File: src/rtl/scoreboard_controller.sv
// Basketball-style scoreboard: two team scores, period game clock, shot clock and buzzers.
// Four-state controller (PAUSE/RUN/PERIOD_END/GAME_OVER); fsm_state mirrors the state register for checkers.
module scoreboard_controller #(
  parameter int SCORE_W       = 8,
  parameter int PERIOD_MIN    = 12,
  parameter int NUM_PERIODS   = 4,
  parameter int SHOT_SEC      = 24,
  parameter int TICKS_PER_SEC = 1000
) (
  input  logic               clock,
  input  logic               PB0,
  input  logic               PB1,
  input  logic               PB2,
  input  logic               PB3,
  input  logic               PB4,
  input  logic               PB5,
  input  logic [1:0]         pts,
  input  logic               SW1,
  input  logic               SW2,
  input  logic               SW3,
  input  logic               SW4,
  output logic [SCORE_W-1:0] score1,
  output logic [SCORE_W-1:0] score2,
  output logic [3:0]         minutes,
  output logic [5:0]         seconds,
  output logic [4:0]         shotclock,
  output logic [2:0]         period,
  output logic               shot_buzzer,
  output logic               game_buzzer,
  output logic               game_over,
  output logic [1:0]         fsm_state
);

  typedef enum logic [1:0] {PAUSE = 2'd0, RUN = 2'd1, PERIOD_END = 2'd2, GAME_OVER = 2'd3} state_t;

  localparam int PW = (TICKS_PER_SEC > 1) ? $clog2(TICKS_PER_SEC) : 1;
  localparam logic [PW-1:0] PRESC_MAX = PW'(TICKS_PER_SEC - 1);
  localparam logic [3:0] MIN_RELOAD  = 4'(PERIOD_MIN);
  localparam logic [4:0] SHOT_RELOAD = 5'(SHOT_SEC);

  state_t        state_q, state_d;
  logic [PW-1:0] presc_q;
  logic [4:0]    pb_hist;
  logic [4:0]    pb_edge;
  logic          clock_load, sec_tick, expire, next_period;
  logic [3:0]    min_n;
  logic [5:0]    sec_n;

  // Bit order: {PB5, PB4, PB3, PB2, PB1}
  assign pb_edge     = {PB5, PB4, PB3, PB2, PB1} & ~pb_hist;
  assign clock_load  = SW1 && (state_q == PAUSE || state_q == RUN);
  assign sec_tick    = (state_q == RUN) && (presc_q == PRESC_MAX) && !clock_load;
  assign next_period = (state_q == PERIOD_END) && pb_edge[4];

  always_comb begin
    min_n = minutes;
    sec_n = seconds;
    if (seconds != 6'd0) begin
      sec_n = seconds - 6'd1;
    end else if (minutes != 4'd0) begin
      min_n = minutes - 4'd1;
      sec_n = 6'd59;
    end
  end

  // Expiry only fires on the tick that actually moves the clock onto 0:00.
  assign expire = sec_tick && (min_n == 4'd0) && (sec_n == 6'd0) &&
                  !((minutes == 4'd0) && (seconds == 6'd0));

  always_comb begin
    state_d = state_q;
    case (state_q)
      PAUSE:      if (SW2) state_d = RUN;
      RUN: begin
        if (expire) state_d = (period >= 3'(NUM_PERIODS)) ? GAME_OVER : PERIOD_END;
        else if (!SW2) state_d = PAUSE;
      end
      PERIOD_END: if (pb_edge[4]) state_d = PAUSE;
      GAME_OVER:  state_d = GAME_OVER;
      default:    state_d = PAUSE;
    endcase
  end

  function automatic logic [SCORE_W-1:0] adjust(input logic [SCORE_W-1:0] s,
                                                input logic add, input logic sub,
                                                input logic [1:0] p);
    logic [SCORE_W+1:0] amt, wide;
    amt  = (SCORE_W+2)'((p == 2'd0) ? 2'd1 : p);
    wide = {2'b00, s};
    if (add && !sub) begin
      wide = wide + amt;
      if (wide > {2'b00, {SCORE_W{1'b1}}}) wide = {2'b00, {SCORE_W{1'b1}}};
    end else if (sub && !add) begin
      wide = (wide < amt) ? '0 : wide - amt;
    end
    return wide[SCORE_W-1:0];
  endfunction

  always_ff @(posedge clock) begin
    if (PB0) begin
      state_q     <= PAUSE;
      presc_q     <= '0;
      pb_hist     <= '0;
      score1      <= '0;
      score2      <= '0;
      minutes     <= MIN_RELOAD;
      seconds     <= 6'd0;
      shotclock   <= SHOT_RELOAD;
      period      <= 3'd1;
      shot_buzzer <= 1'b0;
      game_buzzer <= 1'b0;
    end else begin
      state_q     <= state_d;
      pb_hist     <= {PB5, PB4, PB3, PB2, PB1};
      shot_buzzer <= 1'b0;
      game_buzzer <= 1'b0;

      if (state_q != GAME_OVER) begin
        score1 <= adjust(score1, pb_edge[0], pb_edge[1], pts);
        score2 <= adjust(score2, pb_edge[2], pb_edge[3], pts);
      end

      // Prescaler holds its count outside RUN so a pause resumes mid-second.
      if (clock_load) presc_q <= '0;
      else if (state_q == RUN) presc_q <= (presc_q == PRESC_MAX) ? '0 : presc_q + PW'(1);

      if (clock_load) begin
        minutes <= MIN_RELOAD;
        seconds <= 6'd0;
      end else if (next_period) begin
        period  <= period + 3'd1;
        minutes <= MIN_RELOAD;
        seconds <= 6'd0;
      end else if (sec_tick) begin
        minutes     <= min_n;
        seconds     <= sec_n;
        game_buzzer <= expire;
      end

      if (clock_load || next_period || (SW3 && state_q != GAME_OVER)) begin
        shotclock <= SHOT_RELOAD;
      end else if (sec_tick && SW4 && shotclock != 5'd0) begin
        shotclock   <= shotclock - 5'd1;
        shot_buzzer <= (shotclock == 5'd1);
      end
    end
  end

  assign game_over = (state_q == GAME_OVER);
  assign fsm_state = state_q;

endmodule

File: config.mk
export PLATFORM = sky130hd
export DESIGN_NAME = scoreboard_controller
export DESIGN_NICKNAME = d
export VERILOG_FILES = /design/src/rtl/scoreboard_controller.sv
export SDC_FILE = /design/constraint.sdc
export NUM_CORES = 1
export LEC_CHECK = 0
export CORE_ASPECT_RATIO = 0.8
export CORE_UTILIZATION = 58
export CTS_CLUSTER_DIAMETER = 60
export CTS_CLUSTER_SIZE = 8
export DETAILED_ROUTE_END_ITERATION = 8
export HOLD_SLACK_MARGIN = 0.02
export PLACE_DENSITY = 0.89
export SETUP_SLACK_MARGIN = 0.3
export SYNTH_ARGS = -nofsm -noshare
export SYNTH_HDL_FRONTEND = slang
export SYNTH_SLANG_ARGS = --single-unit
File: constraint.sdc
create_clock -name clock -period 5.8 [get_ports clock]
set_input_delay 1.16 -clock clock [delete_from_list [all_inputs] [get_ports clock]]
set_output_delay 1.16 -clock clock [all_outputs]
set_load 0.005 [all_outputs]
==> metrics <==
run status=complete, no violations; IR drop worst, VDD=0.1349 mV; gpl congestion=0.8654; number of library cell types mapped by synthesis=69; y dimension of the die=69.31 um; IO Count=52; start point of the critical path=pts[1]; area of the die=5970 sq um; total wire length after detailed routing=7586 um; Remaining Overflow, GRT=0; startpoint of the most critical hold path=shotclock[4]$_SDFFE_PP1P_; die boundary width=86.14 um; area of the core=5465 sq um; maximum fanout count along the critical path=7; FFs w/ async S/R, synth=0%; Synth Instances=388; final critical-path share of the clock period=61.42%; Filler cells=419; share of final-layout standard cells stronger than drive strength 1=5.634%; min-delay worst type=reg -> reg; number of cells on the worst reg-to-reg path=5; Setup TNS Final=0 ns; type of origin of the critical path=input port; setup repair after global routing missed its margin=no; quantity of hold-fixing buffers added after cts=0; required time reported for the critical path endpoint=6.02 ns; vias in the first global route=2,844; Clk Latency, worst-skew pair=0.31 ns; diode count=0; number of rows created at floorplan=24; TritonRoute pass-1 iters=4; post-layout net count=459; beginning of the worst register-to-register path=fsm_state[0]$_SDFFE_PP0P_; Pwr per Cell Area=226.6 nW/um^2; number of levels the H-tree was split into=2; power consumption=0.8821 mW; number of CTS-inserted buffers=5; Yosys reg bits=53; path type of the worst setup path=in -> reg; instance count along the most critical hold path=2; buffer type at the clock tree root=clkbuf_8; buffer levels on the longest clock path=2; MaxCap Viol Count=0; post-synthesis average cell area=8.465 sq um; CP endpoint kind=flop; Final Hold Violating Endpoints=0; minimum clock period=3.562 ns; per-cell via count in the routed design=5.986; Slew Limit Headroom=58.18%; clk_skew=0.005967 ns; post-DP HPWL=5500 um; share of the synthesized area in the top cell type=32.30%; maximum clock frequency=0.2807 GHz; Port Buf Inserts=51; actual slew at the worst max-slew pin=0.6208 ns; register-to-register setup slack=3.45 ns; global-route wire length before repair=12,920 um; total setup buffers inserted after CTS=0; largest net degree at the start of global routing=31; DRC violations left=0; Post-synth EDFFs=0; synthesis-to-finish area growth=18.51%; Post-Syn Area=3284 sq um; number of antenna violations at the first check in global routing=0; number of slew-limit violations in the final report=0; Min Hold Slack=0.5105 ns; total of endpoints with negative setup slack in the final report=0; antenna-violating nets left=0; placement-stage worst setup slack=1.916 ns; most numerous cell in the Yosys netlist=dfxtp_1; number of DRC violations after detailed-routing iteration 0=217; cell accounting for the most synthesized area=dfxtp_1; GRT Util Overall=26.77%; biggest area contributors in the synthesized netlist=dfxtp_1, ha_1, nor2_1; TritonCTS sink count=53; Critical Path AT=3.79 ns; starting density of the core=60.10%; average wire per standard cell=15.05 um; cell leakage power=1.405 nW; register clock-pin slew on the reported worst setup and hold paths=0.09 ns; clock tree from TritonCTS=yes; capture point of the worst reg-to-reg path=fsm_state[0]$_SDFFE_PP0P_; most instantiated cells after synthesis=dfxtp_1, nor2_1, nand2_1; most used flip-flop cell after synthesis=dfxtp_1; share of the yosys chip area belonging to registers=32.30%; worst setup margin=2.238 ns; post-synth net total=422; Synthesis Warnings=0; via total after detailed routing=3,017; Worst Hold End=shotclock[4]$_SDFFE_PP1P_; quantity of gates resized following cts=0
==> routing by layer <==
layer	up-vias	part of all wire (%)	global-route usage (%)	wire length (um)
li1	1461	-	-	-
met1	1430	44	35.12	3349
met2	117	49	44.80	3721
met3	9	5.6	4.167	424
met4	0	1.2	9.074	90
met5	-	0	0	0
==> cell type report <==
cell class | count | area [sq um] | area share [%]
Multi-Input combinational cell | 294 | 2049 | 52.65
Sequential cell | 53 | 1061 | 27.26
Timing Repair Buffer | 54 | 533.0 | 13.69
Tap cell | 78 | 97.59 | 2.507
Clock buffer | 6 | 72.57 | 1.864
Inverter | 17 | 63.81 | 1.639
Clock inverter | 2 | 15.01 | 0.3857
==> worst max-delay path: stages <==
cell and delay [ns]:
clkdlybuf4s50_1 0.57, nand2b_1 0.23, ha_1 0.18, inv_1 0.07, fa_1 0.43, or4_4 0.52
nor3_2 0.19, a21bo_1 0.14, a21oi_1 0.06, a311oi_1 0.24
==> worst max path at each step <==
stage / to / slack [ns] / cells past startpoint
finish: score1[6]$_SDFFE_PP0P_ / 2.24 / 10
global route: score1[4]$_SDFFE_PP0P_ / 2.06 / 10
CTS: score1[6]$_SDFFE_PP0P_ / 2.25 / 10
detailed placement: score1[6]$_SDFFE_PP0P_ / 1.92 / 10
global placement: score1[6]$_SDFFE_PP0P_ / 2.04 / 10
floorplan: score1[6]$_SDFFE_PP0P_ / 2.75 / 9
==> logic make-up after synthesis <==
| family | Yosys count | synth area share [%] |
|---|---|---|
| multiplexers | 7 | 2.743 |
| AND/OR/NAND/NOR | 160 | 26.40 |
| adder cells (fa/ha/maj) | 21 | 8.914 |
| buffers and inverters | 41 | 5.295 |
| AO/OA/AOI/OAI | 86 | 19.01 |
| flip-flops | 53 | 32.30 |
| XOR/XNOR | 20 | 5.333 |
==> cell usage in the layout (no fill, tap or decap), types with 4 or more instances in the layout <==
cell type        instances
nand2b_1                 6
a311oi_1                 6
nor2_1                  48
clkdlybuf4s50_1         51
a221oi_1                 4
xnor2_1                 15
and3_1                   5
clkbuf_8                 5
a211oi_1                 7
a21oi_1                 21
fa_1                     4
dfxtp_1                 53
ha_1                    17
xor2_1                   5
inv_1                   17
nand2_1                 28
nor3_1                  14
nor2b_1                 11
o21ai_0                 15
nand3_1                 14
nand4_1                  5
==> stage by stage <==
stage / instance area (sq um) / util (%) / std cells
floorplan: 3284 / - / 388
global placement: 3805 / 69.62 / 496
detailed placement: 3805 / 69.62 / 496
CTS: 3892 / 71.22 / 504
global route: 3892 / 71.22 / 504
finish: 3892 / 71.22 / 504
==> sequential cells by signal, summed over array words and instances, names as in the netlist <==
register,cells
minutes,4
shot_buzzer,1
shotclock,5
pb_hist,5
score1,8
presc_q,10
game_buzzer,1
period,3
fsm_state,2
score2,8
seconds,6
==> where the power goes <==
part / leakage (nW) / internal, mW / switching (mW) / total, mW
clock network: 0.0374 / 0.0853 / 0.124 / 0.210
registers: 0.432 / 0.382 / 0.0431 / 0.426
logic: 0.936 / 0.124 / 0.122 / 0.247
Power figures use the tool's default switching activity.
==> RTL edit 1 (config.mk and constraints unchanged) <==
Register the input `PB3` before use. The logic sees it one clock later. The other inputs are not delayed to match.
--- a/src/rtl/scoreboard_controller.sv
+++ b/src/rtl/scoreboard_controller.sv
@@ -38,6 +38,12 @@
   localparam logic [3:0] MIN_RELOAD  = 4'(PERIOD_MIN);
   localparam logic [4:0] SHOT_RELOAD = 5'(SHOT_SEC);
 
+  logic PB3_q;
+
+  always_ff @(posedge clock) begin
+    PB3_q <= PB3;
+  end
+
   state_t        state_q, state_d;
   logic [PW-1:0] presc_q;
   logic [4:0]    pb_hist;
@@ -47,7 +53,7 @@
   logic [5:0]    sec_n;
 
   // Bit order: {PB5, PB4, PB3, PB2, PB1}
-  assign pb_edge     = {PB5, PB4, PB3, PB2, PB1} & ~pb_hist;
+  assign pb_edge     = {PB5, PB4, PB3_q, PB2, PB1} & ~pb_hist;
   assign clock_load  = SW1 && (state_q == PAUSE || state_q == RUN);
   assign sec_tick    = (state_q == RUN) && (presc_q == PRESC_MAX) && !clock_load;
   assign next_period = (state_q == PERIOD_END) && pb_edge[4];
@@ -111,7 +117,7 @@
       game_buzzer <= 1'b0;
     end else begin
       state_q     <= state_d;
-      pb_hist     <= {PB5, PB4, PB3, PB2, PB1};
+      pb_hist     <= {PB5, PB4, PB3_q, PB2, PB1};
       shot_buzzer <= 1'b0;
       game_buzzer <= 1'b0;
 
Behaviour: not the same (a bounded check fails within 4 cycles, from zero or initial values).
==> RTL edit 1 against the original RTL <==
Synthesized cell count is 4.4% higher. Sequential cell count is 1 higher. Area after synthesis is 0.27% lower. Clock skew is 0.0037 ns higher. Register-to-register slack worse by 0.45 ns. Non-clock buffer count is 1 lower. First-iteration DRC count is 35% higher. Cell area stayed put. Hold slack worse by 0.018 ns. Critical path type unchanged. Highest routed layer unchanged. Largest cell class unchanged. Wire length is 7.3% higher. Setup slack worse by 0.53 ns. Power is 2.8% higher. Fmax is 13% lower.
==> RTL edit 1: results (changes against the original RTL) <==
outcome=complete, no violations; worst slack on hold paths=0.492 ns (-0.0180 ns); slack of the worst reg-to-reg path=3.00 ns (-0.45 ns); most frequent cells after synthesis=sky130_fd_sc_hd__dfxtp_1 (54), sky130_fd_sc_hd__nor2_1 (48), sky130_fd_sc_hd__nand2_1 (39); number of search-and-repair iterations in the first detailed-routing pass=5 (+1); Met1 Wirelength=3.67 mm (+9.5%); GR Util met1=38.2% (+3.1 points); data arrival time of the critical path=4.29 ns (+0.50 ns); largest net degree at the start of global routing=28 (-9.7%); maximum VDD drop=0.167 mV (+24%); drt via density=6.00 (+0.23%); start point of the worst hold path=PB3_q; Final Net Count=476 (+3.7%); largest clock skew in the final design=0.00966 ns (+0.00369 ns); post-synth net total=438 (+3.8%); CP max stage cell=sky130_fd_sc_hd__or4b_2; # placed instances=514 (+3.6%); total routing resource utilization after global routing=27.9% (+1.1 points); wire length of the first global-routing pass=13.3 mm (+2.8%); global-route track usage on met2=42.7% (-2.1 points); Worst Setup Slack post-DPL=1.41 ns (-0.511 ns); Antenna Cells=0 (unchanged); Layout non-clock buf frac=13.5% (-0.19 points); count of state elements after synthesis=54 (+1.9%); layout filler cell count=428 (+2.1%); registers with the highest flip-flop counts=presc_q (10), score1 (8), score2 (8); last element of the critical path=score2[3]; sequential-to-total area share from yosys stat=33.0% (+0.70 points); dominant delay contributor by cell family on the critical path=compound AO/OA/AOI/OAI gates; synthesized-area fraction occupied by xor and xnor cells=5.08% (-0.25 points); post-route clock period utilization=70.5% (+9.1 points); met3 usage in global routing=6.07% (+1.9 points); Synth Area in Compound Gates=18.6% (-0.45 points); max-slew headroom at the worst pin=41.2% (-17 points); met2 WL=3.76 mm (+1.0%); number of multi-input combinational cells=308 (+4.8%); Syn Area/Cell=8.09 µm² (-4.5%); final std cells w/o fill=522 (+3.6%); worst hold path endpoint=pb_hist[2]; worst hold path cell count=1 (-1); distinct cell type count of the synthesized netlist=66 (-4.3%); area taken by multi-input logic gates=2010 µm² (-1.7%); weighted congestion at the end of routability-driven global placement=0.973 (+12%); Static Leak=0.00143 µW (+1.9%); multiplexer fraction of the synthesized cell area=2.06% (-0.68 points); share of final-layout standard cells stronger than drive strength 1=5.63% (about the same); startpoint of the most critical register-to-register path=seconds[0]; max incr delay on CP=0.67 ns (+0.10 ns); via count of the first global-routing pass=2820 (-0.84%); arithmetic-cell share of the synthesized area counting full adders, half adders and majority gates=8.56% (-0.36 points); number of non-clock inverters=21 (+4); Post-Route WL=8.14 mm (+7.3%); share of final layout cell area taken by clock buffers and inverters=2.44% (+0.19 points); non-clock buffer instance count of the final layout=53 (-1.9%); Worst R2R Path Depth=8 (+3); Register Area=1080 µm² (+1.9%); top post-synthesis cells by area=sky130_fd_sc_hd__dfxtp_1 (33%), sky130_fd_sc_hd__ha_1 (6.1%), sky130_fd_sc_hd__nor2_1 (5.5%), sky130_fd_sc_hd__nand2_1 (4.5%), sky130_fd_sc_hd__a21oi_1 (3.1%)
==> RTL edit 1: changes by cell type after synthesis, moves of 5 or more <==
cell,unedited run,this run
sky130_fd_sc_hd__xor2_1,5,10
sky130_fd_sc_hd__nor3_1,14,19
sky130_fd_sc_hd__nand3_1,14,7
sky130_fd_sc_hd__buf_2,7,1
sky130_fd_sc_hd__nand2_1,28,39
sky130_fd_sc_hd__xnor2_1,15,9
==> RTL edit 1: per-stage QoR <==
| stage | power (µW) | cell area, µm² | util (%) |
|---|---|---|---|
| final | 907 | 3890 | 71.6 |
| after global routing | 960 | 3890 | 71.6 |
| after CTS | 905 | 3890 | 71.6 |
| after detailed placement | 683 | 3800 | 69.9 |
| after global placement | 668 | 3800 | 69.9 |
| after floorplan | 597 | 3280 | - |
==> RTL edit 1: power breakdown <==
group	switching (µW)	internal (µW)
clock	126	96.3
sequential	39.6	390
combinational	129	126
total	295	612
==> RTL edit 2 (same settings) <==
Made on the original files. The parameter `SCORE_W` goes from 8 to 9.
--- a/src/rtl/scoreboard_controller.sv
+++ b/src/rtl/scoreboard_controller.sv
@@ -1,7 +1,7 @@
 // Basketball-style scoreboard: two team scores, period game clock, shot clock and buzzers.
 // Four-state controller (PAUSE/RUN/PERIOD_END/GAME_OVER); fsm_state mirrors the state register for checkers.
 module scoreboard_controller #(
-  parameter int SCORE_W       = 8,
+  parameter int SCORE_W       = 9,
   parameter int PERIOD_MIN    = 12,
   parameter int NUM_PERIODS   = 4,
   parameter int SHOT_SEC      = 24,
Ports: changed (resized score1 and score2); port bits go from 52 to 54. No check against the original RTL was run, so the function may have changed too.
==> RTL edit 2 against the original RTL <==
Area after synthesis rose by 6.2%. Power grew 20%. Setup slack improved by 0.037 ns. Fmax increased by 1.1%. Wire length rose by 14%. Clock skew shrank 0.00082 ns. Highest routed layer unchanged. Cell area rose by 6.7%. Clock power rose by 21%. Critical path type unchanged. Count of clock-buffer cells in the layout down 1. Sequential cell count grew 2.
==> RTL edit 2: results (changes against the original RTL) <==
outcome=complete, no violations; Via Count=3433 (+14%); number of search-and-repair iterations in the first detailed-routing pass=6 (+2); ys flop type=sky130_fd_sc_hd__dfxtp_1; share of final-layout standard cells stronger than drive strength 1=4.88% (-0.75 points); via count of the first global-routing pass=3066 (+7.8%); Worst R2R Path Depth=7 (+2); worst slew pin tran=1.01 ns (+0.387 ns); weighted congestion at the end of routability-driven global placement=0.919 (+6.2%); hold-fix buffer count after cts=0 (unchanged); cell chosen for the clock root=sky130_fd_sc_hd__clkbuf_8; Static Leak=0.00144 µW (+2.4%); Max FO, Critical Path=6 (-1); Detailed Place HPWL=6.19 mm (+13%); registers with the highest flip-flop counts=presc_q (10), score1 (9), score2 (9); arithmetic-cell share of the synthesized area counting full adders, half adders and majority gates=8.75% (-0.16 points); Final Net Count=506 (+10%); start point of the worst hold path=score1[0]; data arrival time of the critical path=3.76 ns (-0.03 ns); total routing resource utilization after global routing=28.2% (+1.4 points); largest net degree at the start of global routing=33 (+6.5%); DRC marker count from the first detailed-route iteration=184 (-15%); Synth Area in Compound Gates=21.0% (+2.0 points); sequential-to-total area share from yosys stat=31.6% (-0.73 points); synthesized-area fraction occupied by xor and xnor cells=4.77% (-0.56 points); clock-pin slew of the registers on the worst-case setup and hold paths=0.10 ns; startpoint of the most critical register-to-register path=pb_hist[0]; distinct cell type count of the synthesized netlist=64 (-7.2%); maximum VDD drop=0.201 mV (+49%); most frequent cells after synthesis=sky130_fd_sc_hd__dfxtp_1 (55), sky130_fd_sc_hd__nor2_1 (41), sky130_fd_sc_hd__nand2_1 (27); wire length of the first global-routing pass=14.2 mm (+9.9%); number of enable flip-flop cells after synthesis=0 (unchanged); post-synth net total=465 (+10%); slack of the worst reg-to-reg path=3.38 ns (-0.07 ns); worst hold path endpoint=score1[0]; top post-synthesis cells by area=sky130_fd_sc_hd__dfxtp_1 (32%), sky130_fd_sc_hd__ha_1 (6.5%), sky130_fd_sc_hd__nor2_1 (4.4%), sky130_fd_sc_hd__a21oi_1 (3.6%), sky130_fd_sc_hd__o21ai_0 (3.4%); R2R Path End=score1[3]; multiplexer fraction of the synthesized cell area=1.47% (-1.3 points); largest clock skew in the final design=0.00515 ns (-0.000817 ns); post-CTS setup repair buffer count=0 (unchanged); average wire length per cell after detail routing=15.7 µm (+4.4%); buffers added on ports=53 (+3.9%); number of warnings reported in the yosys synthesis log=0 (unchanged)
RTL edit 2: per-layer routing:
layer	up-vias	GRT usage [%]	wire length (µm)
met4	0	9.68	146
met2	166	44.2	3950
li1	1655	-	-
met1	1591	39.4	3930
met5	-	0	0
met3	21	4.84	601
RTL edit 2: area by class of cell:
type / count / area [µm²]
timing repair buffer: 54 / 538
multi-input combinational: 331 / 2220
sequential: 55 / 1100
inverter: 24 / 90.1
fill: 455 / 1460
tap: 78 / 97.6
clock inverter: 2 / 37.5
clock buffer: 5 / 68.8
RTL edit 2: cells by family (layout without fill, tap and decap cells):
logic type                 count (synthesis)  in the layout
muxes                                      5              5
DFF                                       55             55
xor gates and xnor gates                  19             19
buffers and inverters                     44             85
adders and majority gates                 22             22
and+or+nand+nor                          175            175
AOI/OAI and AO/OA                        110            110
RTL edit 2: through the flow:
stage               worst slack [ns]  hold slack, ns  area [µm²]  total power (µW)  std cells
global placement                2.14           0.492        4050               791        542
CTS                             2.26           0.513        4150              1050        549
global route                    2.06           0.542        4150              1120        549
finish                          2.28           0.513        4150              1060        549
floorplan                       2.82           0.472        3490               691        430
detailed placement              1.95           0.498        4050               801        542
RTL edit 2: worst max path at each step:
stage               startpoint   endpoint  cells past startpoint
finish                  pts[1]  score1[8]                      9
detailed placement      pts[1]  score1[8]                      9
CTS                     pts[1]  score1[8]                      9
global route            pts[1]  score2[8]                     10
floorplan               pts[0]  score1[8]                      8
global placement        pts[1]  score1[6]                     10
RTL edit 2: critical path, delay by kind of cell:
family,cells,cell delay (ns)
AND/OR/NAND/NOR,3,0.99
AO/OA/AOI/OAI,2,0.38
adder cells (fa/ha/maj),2,0.61
buffers and inverters,2,0.62
RTL edit 2: report_power, final:
group	total [µW]	switching [µW]	internal [µW]
sequential	455	52.0	403
combinational	350	186	164
clock	255	128	126
